File: src/rtl/vga_timing_pkg.sv
// Shared VGA 640x480@60 timing constants and helpers for deriving sync windows.
// Latency: n/a (constants and constant functions only).
// Backpressure: n/a; the raster runs free at one pixel per clock.
package vga_timing_pkg;

   // Counter width; wide enough for 799 and 524 without truncation.
   localparam int CNT_W = 10;

   // Default 640x480 timing.
   localparam int DEF_H_VISIBLE = 640;
   localparam int DEF_H_FRONT   = 16;
   localparam int DEF_H_SYNC    = 96;
   localparam int DEF_H_BACK    = 48;
   localparam int DEF_V_VISIBLE = 480;
   localparam int DEF_V_FRONT   = 10;
   localparam int DEF_V_SYNC    = 2;
   localparam int DEF_V_BACK    = 33;

   localparam int H_TOTAL = DEF_H_VISIBLE + DEF_H_FRONT + DEF_H_SYNC + DEF_H_BACK;   // 800
   localparam int V_TOTAL = DEF_V_VISIBLE + DEF_V_FRONT + DEF_V_SYNC + DEF_V_BACK;   // 525

   localparam int H_SYNC_START = DEF_H_VISIBLE + DEF_H_FRONT;                        // 656
   localparam int H_SYNC_END   = DEF_H_VISIBLE + DEF_H_FRONT + DEF_H_SYNC - 1;       // 751
   localparam int V_SYNC_START = DEF_V_VISIBLE + DEF_V_FRONT;                        // 490
   localparam int V_SYNC_END   = DEF_V_VISIBLE + DEF_V_FRONT + DEF_V_SYNC - 1;       // 491

   // First counter value inside the sync pulse.
   function automatic int syncStart(input int visible, input int front);
      return visible + front;
   endfunction

   // Last counter value inside the sync pulse (inclusive).
   function automatic int syncEnd(input int visible, input int front, input int sync);
      return visible + front + sync - 1;
   endfunction

endpackage

File: src/rtl/mod_counter.sv
// Modulo-N up counter with enable, synchronous reset and a wrap flag.
// Latency: count updates on the clock edge after enable; wrap is combinational from state and enable.
// Backpressure: none; enable low simply holds the count.
// Ports: clock25MHz, reset (sync, active-high), enable, count[9:0], wrap (high on the cycle count goes MODULUS-1 -> 0).
module mod_counter
   import vga_timing_pkg::*;
#(
   parameter int MODULUS = 800
) (
   input  logic             clock25MHz,
   input  logic             reset,
   input  logic             enable,
   output logic [CNT_W-1:0] count,
   output logic             wrap
);

   localparam logic [CNT_W-1:0] LAST = CNT_W'(MODULUS - 1);

   assign wrap = enable && (count == LAST);

   always_ff @(posedge clock25MHz) begin
      if (reset) begin
         count <= '0;
      end else if (enable) begin
         count <= wrap ? '0 : count + CNT_W'(1);
      end
   end

endmodule

File: src/rtl/vga_sync_gen.sv
// VGA raster generator: x/y counters, active-low syncs, blanked registered RGB and frame counter.
// Latency: x, y, video_on, frame_start are counter state (0 cycles); hsync, vsync, RGB lag x,y by 1 cycle.
// Backpressure: none; free-running at one pixel per clock, the pattern source must answer combinationally.
// Ports: clock25MHz, reset (sync, active-high), red_in/green_in/blue_in[3:0] for the current x,y;
//        x[9:0], y[9:0], video_on, frame_start, hsync, vsync, red/green/blue[3:0], frame_count[7:0].
module vga_sync_gen
   import vga_timing_pkg::*;
#(
   parameter int H_VISIBLE = DEF_H_VISIBLE,
   parameter int H_FRONT   = DEF_H_FRONT,
   parameter int H_SYNC    = DEF_H_SYNC,
   parameter int H_BACK    = DEF_H_BACK,
   parameter int V_VISIBLE = DEF_V_VISIBLE,
   parameter int V_FRONT   = DEF_V_FRONT,
   parameter int V_SYNC    = DEF_V_SYNC,
   parameter int V_BACK    = DEF_V_BACK
) (
   input  logic             clock25MHz,
   input  logic             reset,
   input  logic [3:0]       red_in,
   input  logic [3:0]       green_in,
   input  logic [3:0]       blue_in,
   output logic [CNT_W-1:0] x,
   output logic [CNT_W-1:0] y,
   output logic             video_on,
   output logic             frame_start,
   output logic             hsync,
   output logic             vsync,
   output logic [3:0]       red,
   output logic [3:0]       green,
   output logic [3:0]       blue,
   output logic [7:0]       frame_count
);

   localparam int LINE_LEN    = H_VISIBLE + H_FRONT + H_SYNC + H_BACK;
   localparam int FRAME_LINES = V_VISIBLE + V_FRONT + V_SYNC + V_BACK;

   localparam logic [CNT_W-1:0] H_VIS_W  = CNT_W'(H_VISIBLE);
   localparam logic [CNT_W-1:0] V_VIS_W  = CNT_W'(V_VISIBLE);
   localparam logic [CNT_W-1:0] HS_START = CNT_W'(syncStart(H_VISIBLE, H_FRONT));
   localparam logic [CNT_W-1:0] HS_END   = CNT_W'(syncEnd(H_VISIBLE, H_FRONT, H_SYNC));
   localparam logic [CNT_W-1:0] VS_START = CNT_W'(syncStart(V_VISIBLE, V_FRONT));
   localparam logic [CNT_W-1:0] VS_END   = CNT_W'(syncEnd(V_VISIBLE, V_FRONT, V_SYNC));

   logic hWrap;
   logic vWrap;

   mod_counter #(.MODULUS(LINE_LEN)) hCounter (
      .clock25MHz (clock25MHz),
      .reset      (reset),
      .enable     (1'b1),
      .count      (x),
      .wrap       (hWrap)
   );

   // Vertical only advances on the horizontal wrap, so its wrap flag
   // marks the last pixel of the frame.
   mod_counter #(.MODULUS(FRAME_LINES)) vCounter (
      .clock25MHz (clock25MHz),
      .reset      (reset),
      .enable     (hWrap),
      .count      (y),
      .wrap       (vWrap)
   );

   assign video_on    = (x < H_VIS_W) && (y < V_VIS_W);
   assign frame_start = (x == '0) && (y == '0);

   always_ff @(posedge clock25MHz) begin
      if (reset) begin
         // Syncs forced inactive so a mid-frame reset never leaves a partial pulse.
         hsync       <= 1'b1;
         vsync       <= 1'b1;
         red         <= '0;
         green       <= '0;
         blue        <= '0;
         frame_count <= '0;
      end else begin
         hsync <= !((x >= HS_START) && (x <= HS_END));
         vsync <= !((y >= VS_START) && (y <= VS_END));
         red   <= video_on ? red_in   : 4'h0;
         green <= video_on ? green_in : 4'h0;
         blue  <= video_on ? blue_in  : 4'h0;
         if (hWrap && vWrap) begin
            frame_count <= frame_count + 8'd1;
         end
      end
   end

endmodule

File: config.mk
export PLATFORM = sky130hd
export DESIGN_NAME = vga_sync_gen
export DESIGN_NICKNAME = d
export VERILOG_FILES = /design/src/rtl/vga_timing_pkg.sv /design/src/rtl/mod_counter.sv /design/src/rtl/vga_sync_gen.sv
export SDC_FILE = /design/constraint.sdc
export NUM_CORES = 1
export LEC_CHECK = 0
export BUFFER_PORTS_ARGS = -buffer_cell sky130_fd_sc_hd__buf_2
export CAP_MARGIN = 15
export CELL_PAD_IN_SITES_DETAIL_PLACEMENT = 0
export CELL_PAD_IN_SITES_GLOBAL_PLACEMENT = 1
export CORE_MARGIN = 10
export CORE_UTILIZATION = 37
export DETAILED_ROUTE_END_ITERATION = 7
export PLACE_DENSITY = 0.76
export REMOVE_ABC_BUFFERS = 1
export SYNTH_ARGS = -nofsm -noshare
export SYNTH_HDL_FRONTEND = slang
export SYNTH_SLANG_ARGS = --single-unit
File: constraint.sdc
create_clock -name clock25MHz -period 2.9 [get_ports clock25MHz]
set_input_delay 0.145 -clock clock25MHz [delete_from_list [all_inputs] [get_ports clock25MHz]]
set_output_delay 0.145 -clock clock25MHz [all_outputs]
set_load 0.01 [all_outputs]
==> summary.md, run 1 <==
| Metric | Value |
|---|---|
| Status | `finished clean` |
| Syn Inst Count | `about 210` |
| Final Non-Filler Cells | `between 300 and 400` |
| Placed insts | `~320` |
| Final ANT Viol Nets | `0` |
| Synth area leaders | `dfxtp_1, or4_1, nand3_1` |
| Number of max-cap violations | `0` |
| Die X | `90.9 um` |
| Critical R2R Capture | `frame_count[5]` |
| Post-synthesis sequential area ratio | `a little under half` |
| Fmax | `0.407 GHz` |
| Hold WC Path Type | `input pin to flop` |
| # setup viols final | `0` |
| Async set-reset flop share out of synthesis | `0%` |
| Postcts setup bufs | `0` |
| Port Buffers | `57` |
| Prevailing post-synth register cell | `dfxtp_1` |
| Warnings from Yosys | `0` |
| Post-DP Area | `roughly 2200 um2` |
| Mean Syn Cell Area | `9.08 um2` |
| Vias | `approximately 1.7k` |
| Tot GR Track Use | `~11%` |
| Min cycle time layout | `2.46 ns` |
| Routed len/inst | `14.5 um` |
| Hold buffers post-CTS | `0` |
| Final period util | `a little over four fifths` |
| Startpoint Class | `flop` |
| Root Driver | `clkbuf_8` |
| Layout Utilization | `a little under half` |
| FP Rows | `25` |
| Min-Delay Endpoint | `red[2]` |
| Sum Neg Setup Slack | `0 ns` |
| Die Span Y | `90.9 um` |
| DR pass1 iterations | `4` |
| Count of cell types in the netlist | `34` |
| Final Cell Area | `around 2300 um2` |
| Setup Crit Path Kind | `flop to flop` |
| Most numerous cell in the Yosys netlist | `dfxtp_1` |
| Vias per cell | `between 5 and 6` |
| Storage cell area | `841 um2` |
| Clock latency on the worst-skew pair | `~0.29 ns` |
| Post-synth EDFFs | `0` |
| Worst VDD drop | `roughly 0.00028 V` |
| Reg clk slew, reported paths | `approximately 0.080 ns` |
| Worst flop-to-flop path startpoint | `hCounter.count[0]` |
| Final global-route overflow total | `0` |
| Antenna violations before repair | `0` |
| Setup ws final | `roughly 0.44 ns` |
| Global-route wire length before repair | `between 7000 and 8000 um` |
| Share of the synthesized area in the top cell type | `a little under half` |
| WL final | `around 4700 um` |
| Power per cell area | `a little under 500 nW/um2` |
| Setup Skew | `slightly below 0.006 ns` |
| Pre-CTS setup slack | `around 0.47 ns` |
| DRC viols | `0` |
| Worst Tran Pin Value | `0.595 ns` |
| Hold WS | `between 0.04 and 0.05 ns` |
| Largest net degree at the start of global routing | `24` |
| Clock buffer count from CTS | `5` |
| R2r setup slk | `roughly 0.44 ns` |
| Setup crit end kind | `flop` |
| Worst EP arrival | `between 2 and 3 ns` |
| Post-synth top cells | `dfxtp_1, nand3_1, a21oi_1, or4_1, and2_1` |
| RSZ-0062 raised after global routing | `no` |
| Initial Util | `38.9%` |
| Slew Viols, Final | `0` |
| Final nets | `~280` |
| Antenna Cells | `0` |
| Cell taking the most area after synthesis | `dfxtp_1` |
| DPL Wire Length | `about 3400 um` |
| Area occupied by multi-input gates | `approximately 920 um2` |
| CTS Sinks | `42` |
| I/O pins | `58` |
| Worst Hold Depth | `2` |
| CTS tree | `done` |
| Register bit total from synthesis | `42` |
| Hold Startpoint | `red_in[2]` |
| Core box area | `between 4000 and 5000 um2` |
| H-tree Lvls | `2` |
| Final Hold Fails | `0` |
| Area delta synth->final | `22.8%` |
| Reg2reg path depth | `5` |
| PostCTS Resize Cnt | `0` |
| Die ar. | `between 8000 and 9000 um2` |
| Iteration-0 DRC count of the detailed router | `about 130` |
| Placer Congestion | `between 0.7 and 0.8` |
| Total power draw | `1.12 mW` |
| Synthesized area | `~1900 um2` |
| Max clock buf depth | `2` |
| Leakage | `roughly 0.9 nW` |
| Share of layout cells above drive strength 1 | `between 20 and 30%` |
| Layout filler cell count | `around 490` |
| Relative slew slack | `60.3%` |
| Critical path required time | `3.12 ns` |
| Vias in the first global route | `~1.6k` |
| Top fanout value on the critical path | `16` |
worst max path at each step:
stage,slack (ns),depth (start not counted),startpoint,to
final,0.44,5,hCounter.count[0],frame_count[5]
after global routing,0.25,5,hCounter.count[0],frame_count[3]
after CTS,0.44,5,hCounter.count[0],frame_count[5]
after detailed placement,0.47,5,hCounter.count[0],frame_count[4]
after global placement,0.52,5,hCounter.count[0],frame_count[7]
after floorplan,0.69,5,hCounter.count[0],frame_count[3]
registers in the layout (all words and copies together) (netlist names):
| signal | cells |
|---|---|
| frame_count | 8 |
| hsync | 1 |
| green | 4 |
| vCounter.count | 10 |
| vsync | 1 |
| blue | 4 |
| hCounter.count | 10 |
| red | 4 |
cell usage in the layout, fill, tap and decap left out, types with 3 or more instances in the layout:
| cell type | count |
|---|---|
| a21oi_1 | 15 |
| ha_1 | 5 |
| and2_1 | 12 |
| o31ai_1 | 9 |
| dfxtp_1 | 42 |
| or4_1 | 13 |
| inv_1 | 8 |
| nand2_1 | 7 |
| clkbuf_8 | 5 |
| nor3_1 | 5 |
| or3_1 | 7 |
| xnor2_1 | 8 |
| xor2_1 | 3 |
| buf_2 | 57 |
| nand3_1 | 16 |
| nor4_1 | 5 |
| o21ai_0 | 5 |
| nand4_1 | 6 |
| nor2_1 | 8 |
logic make-up after synthesis:
group,share of synthesized area [%]
AND/OR/NAND/NOR,30.9
flip-flops,45.2
AO/OA/AOI/OAI,10.2
buffers and inverters,5.17
XOR/XNOR,5.18
adder cells (fa/ha/maj),3.36
area by class of cell:
class | count | share of cell area [%]
clock inverter | 3 | 1.97
inverter | 8 | 1.31
sequential | 42 | 36.8
clock buffer | 5 | 3.01
tap | 67 | 3.67
timing repair buffer | 58 | 12.8
multi-input combinational | 142 | 40.4
where the power goes:
| part | internal, mW | switching [mW] | leakage, nW |
|---|---|---|---|
| Combinational | 0.0275 | 0.0308 | 0.527 |
| Sequential | 0.589 | 0.00677 | 0.342 |
| Clock | 0.256 | 0.207 | 0.0504 |
| Total | 0.872 | 0.244 | 0.920 |
critical path, cell delays in order, from the launching register on:
cell and delay [ns]:
dfxtp_1 0.42, ha_1 0.23, nand4_1 0.34, or3_1 0.69, or4_1 0.56, a21oi_1 0.15
per-layer routing:
metal	wire length [um]	part of all wire, %	track usage, %
met1	2190	47	13.9
met2	2140	46	17.3
met3	338	7.2	4.53
met4	35	0.74	3.52
met5	0	0	0
(Power assumes the default switching activity.)
==> run 2, diff against run 1 <==
--- a/config.mk
+++ b/config.mk
@@ -10,9 +10,9 @@
 export CELL_PAD_IN_SITES_DETAIL_PLACEMENT = 0
 export CELL_PAD_IN_SITES_GLOBAL_PLACEMENT = 1
 export CORE_MARGIN = 10
-export CORE_UTILIZATION = 37
+export CORE_UTILIZATION = 33
 export DETAILED_ROUTE_END_ITERATION = 7
-export PLACE_DENSITY = 0.76
+export PLACE_DENSITY = 0.72
 export REMOVE_ABC_BUFFERS = 1
 export SYNTH_ARGS = -nofsm -noshare
 export SYNTH_HDL_FRONTEND = slang
==> constraint.sdc (replaced) <==
create_clock -name clock25MHz -period 2.2 [get_ports clock25MHz]
set_input_delay 0.11 -clock clock25MHz [delete_from_list [all_inputs] [get_ports clock25MHz]]
set_output_delay 0.11 -clock clock25MHz [all_outputs]
set_load 0.01 [all_outputs]
==> summary.md, run 2 (synthesized netlist as in run 1, its figures left out) <==
| Metric | Value |
|---|---|
| Status | `finished clean` |
| Critical R2R Capture | `frame_count[7]` |
| Vias | `1800 (+8.4%)` |
| Clock latency on the worst-skew pair | `0.30 ns (about the same)` |
| Leakage | `1.09 nW (+19%)` |
| Initial Util | `33.8% (-5.1 points)` |
| Final ANT Viol Nets | `0 (unchanged)` |
| Reg clk slew, reported paths | `0.09 ns (about the same)` |
| Worst Hold Depth | `2 (unchanged)` |
| RSZ-0062 raised after global routing | `yes` |
| Worst EP arrival | `2.36 ns (-0.32 ns)` |
| Startpoint Class | `flop` |
| Worst Tran Pin Value | `0.451 ns (-0.144 ns)` |
| Top fanout value on the critical path | `4 (-12)` |
| CTS Sinks | `42 (unchanged)` |
| Setup ws final | `0.0712 ns (-0.372 ns)` |
| Share of layout cells above drive strength 1 | `35.8% (+7.2 points)` |
| Die ar. | `9050 um2 (+9.4%)` |
| Most frequent cells in the layout | `buf_2, dfxtp_1, buf_4` |
| Global-route wire length before repair | `8390 um (+7.4%)` |
| Power per cell area | `541 nW/um2 (+11%)` |
| Largest net degree at the start of global routing | `24 (unchanged)` |
| I/O pins | `58 (unchanged)` |
| H-tree Lvls | `2 (unchanged)` |
| Layout Utilization | `47.1% (-0.68 points)` |
| Vias in the first global route | `1720 (+7.8%)` |
| Area delta synth->final | `39.2%` |
| Clock buffer count from CTS | `5 (unchanged)` |
| Setup crit end kind | `flop` |
| Largest regs | `hCounter.count x10, vCounter.count x10, frame_count x8` |
| Antenna Cells | `0 (unchanged)` |
| Critical path required time | `2.43 ns (-0.69 ns)` |
| DRC viols | `0 (unchanged)` |
| Final period util | `96.8% (+12 points)` |
| WL final | `5180 um (+10%)` |
| Placer Congestion | `0.741 (-0.42%)` |
| Fmax | `0.470 GHz (+15%)` |
| Port Buffers | `57 (unchanged)` |
| Die Span Y | `95.1 um (+4.6%)` |
| Iteration-0 DRC count of the detailed router | `56 (-58%)` |
| Max clock buf depth | `2 (unchanged)` |
| Hold Startpoint | `blue_in[3]` |
| Setup Crit Path Kind | `flop to flop` |
| Setup Skew | `0.00785 ns (+0.00205 ns)` |
| DR pass1 iterations | `4 (unchanged)` |
| Pre-CTS setup slack | `0.0748 ns (-0.392 ns)` |
| Reg2reg path depth | `4 (-1)` |
| Die X | `95.1 um (+4.6%)` |
| Relative slew slack | `69.9% (+9.7 points)` |
| Routed len/inst | `14.2 um (-1.9%)` |
| Root Driver | `clkbuf_8` |
| CTS tree | `done` |
| Slew Viols, Final | `0 (unchanged)` |
| Final Cell Area | `2590 um2 (+13%)` |
| Worst VDD drop | `0.000255 V (-7.6%)` |
| Hold WS | `0.0120 ns (-0.0307 ns)` |
| Layout filler cell count | `554 (+14%)` |
| Antenna violations before repair | `0 (unchanged)` |
| Most common cell after layout, fill and taps aside | `buf_2` |
| Final Hold Fails | `0 (unchanged)` |
| Number of max-cap violations | `0 (unchanged)` |
| Hold WC Path Type | `input pin to flop` |
| FP Rows | `27 (+8.0%)` |
| Post-DP Area | `2360 um2 (+8.6%)` |
| Tot GR Track Use | `11.6% (+0.37 points)` |
| # setup viols final | `0 (unchanged)` |
| Worst flop-to-flop path startpoint | `vCounter.count[4]` |
| Sum Neg Setup Slack | `0 ns (unchanged)` |
| Final nets | `311 (+13%)` |
| Total power draw | `1.40 mW (+26%)` |
| Placed insts | `346 (+9.1%)` |
| DPL Wire Length | `3850 um (+13%)` |
| R2r setup slk | `0.07 ns (-0.37 ns)` |
| Vias per cell | `4.93 (-3.4%)` |
| Final Non-Filler Cells | `365 (+12%)` |
| Min cycle time layout | `2.13 ns (-0.328 ns)` |
| Final global-route overflow total | `0 (unchanged)` |
| Core box area | `5510 um2 (+15%)` |
| Min-Delay Endpoint | `blue[3]` |
run 2: what timing repair did:
item	in CTS	in global routing
resized for setup	1	7
setup buffers	0	1
hold endpoints to repair	10	0
endpoints found under the setup margin	1	9
hold buffers	10	0
pin swaps	0	3
run 2: cell type report:
cell class	instances	area [um2]	area share, %
inverters	8	30.0	1.16
multi-input cells	142	955	36.8
clock buffers	5	68.8	2.65
flip-flops and latches	42	843	32.5
repair buffers	93	581	22.4
clock inverters	3	25.0	0.965
well taps	72	90.1	3.47
run 2: worst max path at each step:
stage / startpoint / end / depth (start not counted)
final: vCounter.count[4] / frame_count[7] / 4
after global routing: hCounter.count[1] / vCounter.count[8] / 6
after CTS: hCounter.count[7] / frame_start / 5
after detailed placement: hCounter.count[1] / vCounter.count[8] / 6
after global placement: hCounter.count[0] / vCounter.count[8] / 6
after floorplan: hCounter.count[0] / frame_count[3] / 5
run 2: report_power, final:
| group | total (mW) | switching (mW) | internal (mW) |
|---|---|---|---|
| clock | 0.511 | 0.282 | 0.229 |
| combinational | 0.110 | 0.0505 | 0.0597 |
| sequential | 0.782 | 0.00515 | 0.777 |
| total | 1.40 | 0.338 | 1.07 |
run 2: routing by layer:
metal	share of wire (%)	vias up	GRT usage [%]
li1	-	920	-
met1	45	837	13.8
met2	49	39	19.1
met3	4.6	4	3.30
met4	1.2	0	4.49
met5	0	-	0
run 2: worst max-delay path, cell delays in order, from the launching register on:
cell and delay [ns]:
dfxtp_1 0.32, or4_4 0.58, or4_4 0.55, or4_1 0.47, a21oi_1 0.14
